==> config.mk <==
export PLATFORM = sky130hd
export DESIGN_NAME = note_spawn_arbiter
export DESIGN_NICKNAME = d
export VERILOG_FILES = /design/src/rtl/note_spawn_arbiter.sv
export SDC_FILE = /design/constraint.sdc
export NUM_CORES = 1
export LEC_CHECK = 0
export BUFFER_PORTS_ARGS = -buffer_cell sky130_fd_sc_hd__buf_2
export CAP_MARGIN = 20
export CORE_AREA = 2 2 78 154
export CTS_CLUSTER_DIAMETER = 40
export CTS_CLUSTER_SIZE = 40
export DETAILED_ROUTE_END_ITERATION = 10
export DIE_AREA = 0 0 80 156
export HOLD_SLACK_MARGIN = 0.12
export PLACE_DENSITY_LB_ADDON = 0.2
export SLEW_MARGIN = 10
export SYNTH_ARGS = -nofsm -noshare
export SYNTH_HDL_FRONTEND = slang
export SYNTH_SLANG_ARGS = --single-unit
export TNS_END_PERCENT = 50
==> constraint.sdc <==
create_clock -name Clk -period 4.8 [get_ports Clk]
set_input_delay 0.72 -clock Clk [delete_from_list [all_inputs] [get_ports Clk]]
set_output_delay 0.72 -clock Clk [all_outputs]
set_load 0.005 [all_outputs]
==> src/rtl/note_spawn_arbiter.sv <==
// note_spawn_arbiter: paces note spawns to frame ticks, picking one eligible lane per tick round-robin
// with per-lane cooldown, an on-screen cap, and an acknowledge handshake from the sprite modules.
module note_spawn_arbiter #(
  parameter int NUM_LANES       = 5,
  parameter int COOLDOWN_FRAMES = 8,
  parameter int MAX_ACTIVE      = 3,
  parameter int ACK_TIMEOUT     = 16
) (
  input  logic       Clk,
  input  logic       Reset,
  input  logic       frame_clk,
  input  logic       enable,
  input  logic [4:0] req,
  input  logic [4:0] lane_busy,
  output logic [4:0] spawn,
  output logic [2:0] grant_lane,
  output logic [7:0] dropped_count,
  output logic [7:0] missed_ticks,
  output logic       timeout_err
);
  localparam int CW = $clog2(COOLDOWN_FRAMES + 1);
  localparam int TW = $clog2(ACK_TIMEOUT + 1);
  typedef enum logic [1:0] {IDLE, ARB, ISSUE, WAIT_BUSY} state_t;
  state_t        state_q, state_d;
  logic [2:0]    sync_q;
  logic          tick_q;
  logic [4:0]    pend_q, pend_d, cool_ok_q, ok_now, elig, clr;
  logic [CW-1:0] cool_q [5];
  logic [2:0]    rr_q, win_q, win_d, grant_q, pick, idx, busy_cnt;
  logic [TW-1:0] tmr_q, tmr_d;
  logic [7:0]    drop_q, miss_q;
  logic          err_q, err_set, found, issue, drop;
  assign issue         = state_q == ISSUE && enable;
  assign clr           = issue ? 5'b00001 << win_q : 5'b0;
  assign spawn         = clr;
  assign grant_lane    = grant_q;
  assign dropped_count = drop_q;
  assign missed_ticks  = miss_q;
  assign timeout_err   = err_q;
  // A request landing on the lane being cleared re-arms it rather than counting as a drop.
  assign pend_d = enable ? ((pend_q & ~clr) | req) : 5'b0;
  assign drop   = |(req & pend_q & ~clr);
  assign elig   = pend_q & ~lane_busy & cool_ok_q & {5{busy_cnt < 3'(MAX_ACTIVE)}};
  always_comb begin
    busy_cnt = '0;
    ok_now = '0;
    for (int i = 0; i < NUM_LANES; i++) begin
      busy_cnt = busy_cnt + {2'b0, lane_busy[i]};
      ok_now[i] = cool_q[i] == '0;
    end
  end
  always_comb begin
    found = 1'b0;
    pick = '0;
    idx = '0;
    for (int k = 1; k <= NUM_LANES; k++) begin
      idx = 3'((int'(rr_q) + k) % NUM_LANES);
      if (!found && elig[idx]) begin
        found = 1'b1;
        pick = idx;
      end
    end
  end
  always_comb begin
    state_d = state_q;
    win_d = win_q;
    tmr_d = tmr_q;
    err_set = 1'b0;
    case (state_q)
      IDLE: state_d = (tick_q && enable) ? ARB : IDLE;
      ARB: begin
        state_d = found ? ISSUE : IDLE;
        win_d = found ? pick : win_q;
      end
      ISSUE: begin
        state_d = WAIT_BUSY;
        tmr_d = '0;
      end
      WAIT_BUSY: begin
        err_set = !lane_busy[win_q] && tmr_q == TW'(ACK_TIMEOUT - 1);
        state_d = (lane_busy[win_q] || err_set) ? IDLE : WAIT_BUSY;
        tmr_d = tmr_q + TW'(1);
      end
      default: state_d = IDLE;
    endcase
    if (!enable) begin
      state_d = IDLE;
      err_set = 1'b0;
    end
  end
  // cool_ok_q snapshots cooldown-zero at the tick, before that tick's decrement lands.
  always_ff @(posedge Clk or posedge Reset) begin
    if (Reset) begin
      sync_q <= '0;
      tick_q <= 1'b0;
      state_q <= IDLE;
      win_q <= '0;
      tmr_q <= '0;
      pend_q <= '0;
      cool_ok_q <= '0;
      rr_q <= 3'd4;
      grant_q <= '0;
      drop_q <= '0;
      miss_q <= '0;
      err_q <= 1'b0;
      for (int i = 0; i < NUM_LANES; i++) cool_q[i] <= '0;
    end else begin
      sync_q <= {sync_q[1:0], frame_clk};
      tick_q <= sync_q[1] & ~sync_q[2];
      state_q <= state_d;
      win_q <= win_d;
      tmr_q <= tmr_d;
      pend_q <= pend_d;
      err_q <= err_q | err_set;
      drop_q <= (drop && drop_q != 8'hff) ? drop_q + 8'd1 : drop_q;
      miss_q <= (tick_q && state_q != IDLE && miss_q != 8'hff) ? miss_q + 8'd1 : miss_q;
      cool_ok_q <= tick_q ? ok_now : cool_ok_q;
      rr_q <= issue ? win_q : rr_q;
      grant_q <= issue ? win_q : grant_q;
      for (int i = 0; i < NUM_LANES; i++)
        cool_q[i] <= clr[i] ? CW'(COOLDOWN_FRAMES) :
                     (tick_q && cool_q[i] != '0) ? cool_q[i] - CW'(1) : cool_q[i];
    end
  end
endmodule

Yosys cells after proc, flatten, opt, wreduce, memory -nomap -nowiden:

Index checks and enable logic that the tools add are counted.

* register bits after elaboration: 67
* input port bits: 14
* output and inout bits: 25
* logic and storage cells: 148

* $add $sub $neg: 17
* divide/modulo/power cells: 5
* $lt $le $gt $ge: 7
* equality and inequality tests: 6
* shift-type cells: 1
* muxes and demuxes: 42
* bitwise logic cells: 12
* reductions and logical operators: 41

Operators by type and width (number)
* 32-bit by 4-bit modulo with 32-bit output, second input constant: 5
* 4-bit 2-to-1 mux: 10
* 5-bit AND: 6
* 3-bit by 4-bit < comparator with 1-bit output, second input constant: 6
* 4-bit zero test: 5
* 4-bit nonzero test: 5
* 4-bit by 1-bit subtractor with 4-bit output, second input constant: 5
* 1-bit binary-select mux with 3-bit select: 6
* 8-bit by 1-bit adder with 8-bit output, second input constant: 2
* 8-bit != test, second input constant: 2
* 1-bit logical AND: 15
* 3-bit 2-to-1 mux: 5
* 1-bit 2-to-1 mux: 14
* 2-bit nonzero test: 7
* 5-bit 2-to-1 mux: 2
* 5-bit NOT: 2
* 5-bit one-hot mux with 2 select lines: 1
* 3-bit by 2-bit adder with 4-bit output, second input constant: 2
* 3-bit by 3-bit adder with 4-bit output, second input constant: 2
* 2-bit one-hot mux with 4 select lines: 1
* 3-bit by 1-bit adder with 3-bit output: 2
* 2-bit 2-to-1 mux: 3
* 5-bit by 1-bit adder with 5-bit output, second input constant: 1
* 5-bit by 4-bit equality test with 1-bit output, second input constant: 1
* other kinds (16): 21

Longest topological paths before layout:

* depth in word-level cells: 24
* mapped depth: 19
* depth with buffers taken out: 18

Worst setup path before layout:

Ideal clock, no wire load.

* kind: input -> register
* from: input lane_busy[0]
* to: register win_q[2]
* setup time: 0.123 ns
* arrival: 4.241 ns
* required time: 4.677 ns
* setup slack: 0.436 ns
* stages on the path: 14
* buffers on the path: 2
* cells stage by stage: fa_1 > inv_1 > fa_1 > inv_1 > ha_1 > nor2b_4 > buf_6 > or4_1 > buf_2 > mux4_2 > a221o_1 > o32a_1 > or4_1 > o221a_2

* word-level cells in the longest chain between the ends: 22
* elaborated cells between the ends (all ways): 38
* those cells by class: add/sub: 4; order compare: 1; mux: 20; bitwise: 4; reduce/logical: 9

RTL lines
* from (decl): line 14 `input logic [4:0] lane_busy,`
* 1-bit by 1-bit adder with 2-bit output: line 48 `busy_cnt = busy_cnt + {2'b0, lane_busy[i]};`
* 2-bit by 1-bit adder with 3-bit output: line 48
* 3-bit by 1-bit adder with 3-bit output (2 in a row): line 48
* 3-bit by 2-bit < comparator with 1-bit output: line 43 `assign elig = pend_q & ~lane_busy & cool_ok_q & {5{busy_cnt < 3'(MAX_ACTIVE)}};`
* 5-bit AND *: line 43
* 1-bit binary-select mux with 3-bit select: line 58 `if (!found && elig[idx]) begin`
* 1-bit 2-to-1 mux (implied by the code): line 58
* 1-bit 2-to-1 mux: line 58
* [5 not listed]
* 1-bit 2-to-1 mux: line 58
* 1-bit zero test: line 58
* 1-bit logical AND: line 58
* 1-bit 2-to-1 mux: line 58
* 1-bit zero test: line 58
* 1-bit logical AND: line 58
* 1-bit 2-to-1 mux: line 58
* 2-bit AND reduction (no line)
* to (signal assigned): line 111 `win_q <= win_d;`
* to (decl): line 29 `logic [2:0] rr_q, win_q, win_d, grant_q, pick, idx, busy_cnt;`

Every way passes the cells marked *; elsewhere a longest branch is shown, timed or not. The select of a mux whose other input is x is not followed.
A chain may end at the register's enable or synchronous reset.

Final worst setup path:

* from: register rr_q[1]
* to: register win_q[1]

* word-level cells in the longest chain between the ends: 18
* elaborated cells between the ends (all ways): 39
* those cells by class: add/sub: 5; div: 5; mux: 20; reduce/logical: 9

RTL lines
* from (decl): line 29
* from (signal assigned): line 118 `rr_q <= issue ? win_q : rr_q;`
* 3-bit by 1-bit adder with 4-bit output: line 57 `idx = 3'((int'(rr_q) + k) % NUM_LANES);`
* 32-bit by 4-bit modulo with 32-bit output: line 57
* 1-bit binary-select mux with 3-bit select: line 58
* 1-bit 2-to-1 mux (implied by the code): line 58
* 1-bit 2-to-1 mux: line 58
* 1-bit zero test: line 58
* 1-bit logical AND: line 58
* 1-bit 2-to-1 mux: line 58
* [2 not listed]
* 1-bit 2-to-1 mux: line 58
* 1-bit zero test: line 58
* 1-bit logical AND: line 58
* 1-bit 2-to-1 mux: line 58
* 1-bit zero test: line 58
* 1-bit logical AND: line 58
* 1-bit 2-to-1 mux: line 58
* 2-bit AND reduction (no line)

Parallel ways exist; a longest one is shown, timed or not. The select of a mux whose other input is x is not followed.

==> metrics.md <==
| Metric | Value |
|---|---|
| P&R area growth vs syn | `13.9%` |
| Setup TNS | `0 ns` |
| Hold WC Path Type | `reg -> reg` |
| Wire per inst | `16.8 microns` |
| Synth cell types | `76` |
| Yosys warns | `0` |
| Synthesized area | `4990 sq um` |
| Data arrival at the endpoint of the critical path | `4.60 ns` |
| Tmin final | `4.40 ns` |
| Post-synth EDFFs | `0` |
| Largest net degree at the start of global routing | `66` |
| Worst-Margin Slew | `0.814 ns` |
| Die Area | `12500 sq um` |
| CP startpoint kind | `flip-flop` |
| Vias in the first global route | `4320` |
| WP data required | `5.00 ns` |
| Skew-Pair Late Insertion Delay | `0.32 ns` |
| Register area share after synthesis | `32.6%` |
| Sequential share of power | `21.1%` |
| Sink Count | `65` |
| Most frequent cells in the layout | `dfrtp_1, nor2_1, nand2_1` |
| Antenna Nets Post-Route | `0` |
| Final wirelength | `12500 microns` |
| Run status | `complete, no violations` |
| Final hold vios | `0` |
| Initial antenna violation count | `0` |
| Core area | `11300 sq um` |
| RSZ-0062 raised after global routing | `no` |
| Post-CTS Setup Bufs | `0` |
| Vias | `4286` |
| Fmax | `227 MHz` |
| Cts hold-fix bufs | `0` |
| Starting DRT DRC Count | `155` |
| H-tree depth | `3` |
| TritonRoute pass-1 iters | `4` |
| Synth Flop Type | `dfrtp_1` |
| Chip Height | `156 microns` |
| Worst VDD drop | `0.000386 V` |
| Post-synth ARST share | `100%` |
| Endpoints failing setup | `0` |
| Ports | `39` |
| Sw Ratio | `47.5%` |
| CTS tree | `built` |
| Max-Cap Viols | `0` |
| Static leakage | `2.55 nW` |
| Post-Syn Area per Cell | `8.87 sq um` |
| Cell Int Power | `0.00237 W` |
| Total track usage | `21.2%` |
| Starting density of the core | `44.2%` |
| Port Buffers | `38` |
| Final Wtd Congestion | `0.943` |
| Relative slew margins | `45.7%` |
| Crit-path max FO | `9` |
| Hpwl dp | `9810 microns` |
| Critical path class | `reg -> reg` |
| Register bit total from synthesis | `65` |
| Slew Limit Fails | `0` |
| CTS Root Cell | `clkbuf_16` |
| Net switching power figure | `0.00214 W` |
| GRT overflow | `0` |
| # diodes | `0` |
| CTS max path bufs | `2` |
| Cells after Synth | `562` |
| Share of layout cells above drive strength 1 | `15.9%` |
| Worst setup EP type | `flip-flop` |
| CTS buffer count | `9` |
| Worst-path clk slew | `0.05 ns` |
| Worst Clk Skew | `0.00271 ns` |
| Commonest non-fill, non-tap cell in the layout | `dfrtp_1` |
| Fin util | `50.3%` |
| P per Cell Area | `795 nW/um^2` |
| First-pass GRT wire length | `20600 microns` |
| Vias per inst | `5.76` |
| Clock power share | `15.7%` |
| DIE WIDTH | `80 microns` |
| Post_cts resized | `0` |
| DRC | `0` |
| Nets | `651` |
| Crit share post-route | `91.6%` |
| Site row count | `55` |
| Syn_nets | `616` |
| Logic pwr share | `63.2%` |
layout make-up:
| class | count | area [sq um] |
|---|---|---|
| clock buffer | 11 | 253 |
| clock inverter | 5 | 77.6 |
| fill | 1133 | 5610 |
| inverter | 40 | 150 |
| multi-input combinational | 431 | 3110 |
| sequential | 65 | 1630 |
| tap | 142 | 178 |
| timing repair buffer | 50 | 280 |
layer usage:
layer / track usage [%] / vias up / share of wire [%] / routed length [microns]
met4: 13.9 / 0 / 6.0 / 746
met3: 2.08 / 40 / 1.8 / 225
li1: - / 2088 / - / -
met5: 0 / - / 0 / 0
met1: 21.3 / 2072 / 37 / 4610
met2: 39.7 / 86 / 55 / 6890
synth_stat cells, drive strengths merged, types with 8 or more instances:
library cell   n  share of area [%]
xnor2         34                6.1
nor2          54                4.1
buf           10                1.3
nand3         16                1.6
ha            38                9.5
nor2b         13                1.8
nor4          12                1.5
a211oi         8                1.4
inv           39                2.9
nor3          10                1.0
mux2i         10                2.0
o211ai        10                1.5
clkbuf        16                1.2
dfrtp         64                 32
nand2         47                3.5
a21oi         29                3.0
o21a          10                1.5
o21ai         20                2.0
nand4          8                1.0
and3          10                1.3
worst max-delay path, cell delays in order (launching register included):
cell and delay [ns]:
dfrtp_1 0.49, inv_1 0.19, buf_4 0.20, ha_1 0.34, o21ai_0 0.20, nand2_1 0.10, xnor2_1 0.16, ha_1 0.24
nor2b_1 0.14, o21ai_0 0.29, mux2i_1 0.59, mux2i_1 0.42, o211ai_1 0.19, o211a_2 0.22, a221o_1 0.35, o211a_1 0.14
flip-flops by register name (all words and copies together) (netlist names):
name	count
tmr_q	5
timeout_err	1
state_q	2
cool_ok_q	5
cool_q	20
tick_q	1
sync_q	3
missed_ticks	8
win_q	3
rr_q	3
dropped_count	8
grant_lane	1
pend_q	5
cell families after synthesis:
logic type                 Yosys count  share of synthesized area (%)
and+or+nand+nor                    202                           20.8
AOI/OAI and AO/OA                  130                           18.6
buffers and inverters               66                           5.55
DFF                                 65                           32.6
xor gates and xnor gates            41                           7.50
adders and majority gates           40                           10.3
muxes                               18                           4.57
power groups by stage:
stage	Sequential [W]	Combinational, W	Clock, W
after detailed placement	0.000959	0.00276	0
final	0.000952	0.00285	0.000708
after floorplan	0.000893	0.00214	0
after CTS	0.000952	0.00278	0.000722
after global routing	0.000986	0.00318	0.000740
after global placement	0.000955	0.00269	0
path summary, 6_finish.rpt:
| kind | from | to | slack, ns | depth (start not counted) |
|---|---|---|---|---|
| max reg2reg | rr_q[1] | win_q[1] | 0.40 | 15 |
| max | rr_q[1] | win_q[1] | 0.40 | 15 |
| min reg2reg | sync_q[0] | sync_q[1] | 0.35 | 0 |
| min | sync_q[0] | sync_q[1] | 0.35 | 0 |
| max in group asynchronous | Reset | dropped_count[3] | 3.64 | 3 |
| min in group asynchronous | Reset | cool_q[17] | 0.64 | 3 |
per-stage QoR:
step                std cells  setup WS, ns  area (sq um)  hold WS, ns  total power [W]
floorplan                 562         0.436          4990        0.331          0.00303
global placement          728         0.304          5320        0.336          0.00365
detailed placement        728         0.262          5320        0.336          0.00372
CTS                       744         0.307          5650        0.349          0.00445
global route              744       0.00815          5680        0.357          0.00490
finish                    744         0.404          5680        0.346          0.00451
Power figures use the tool's default switching activity.
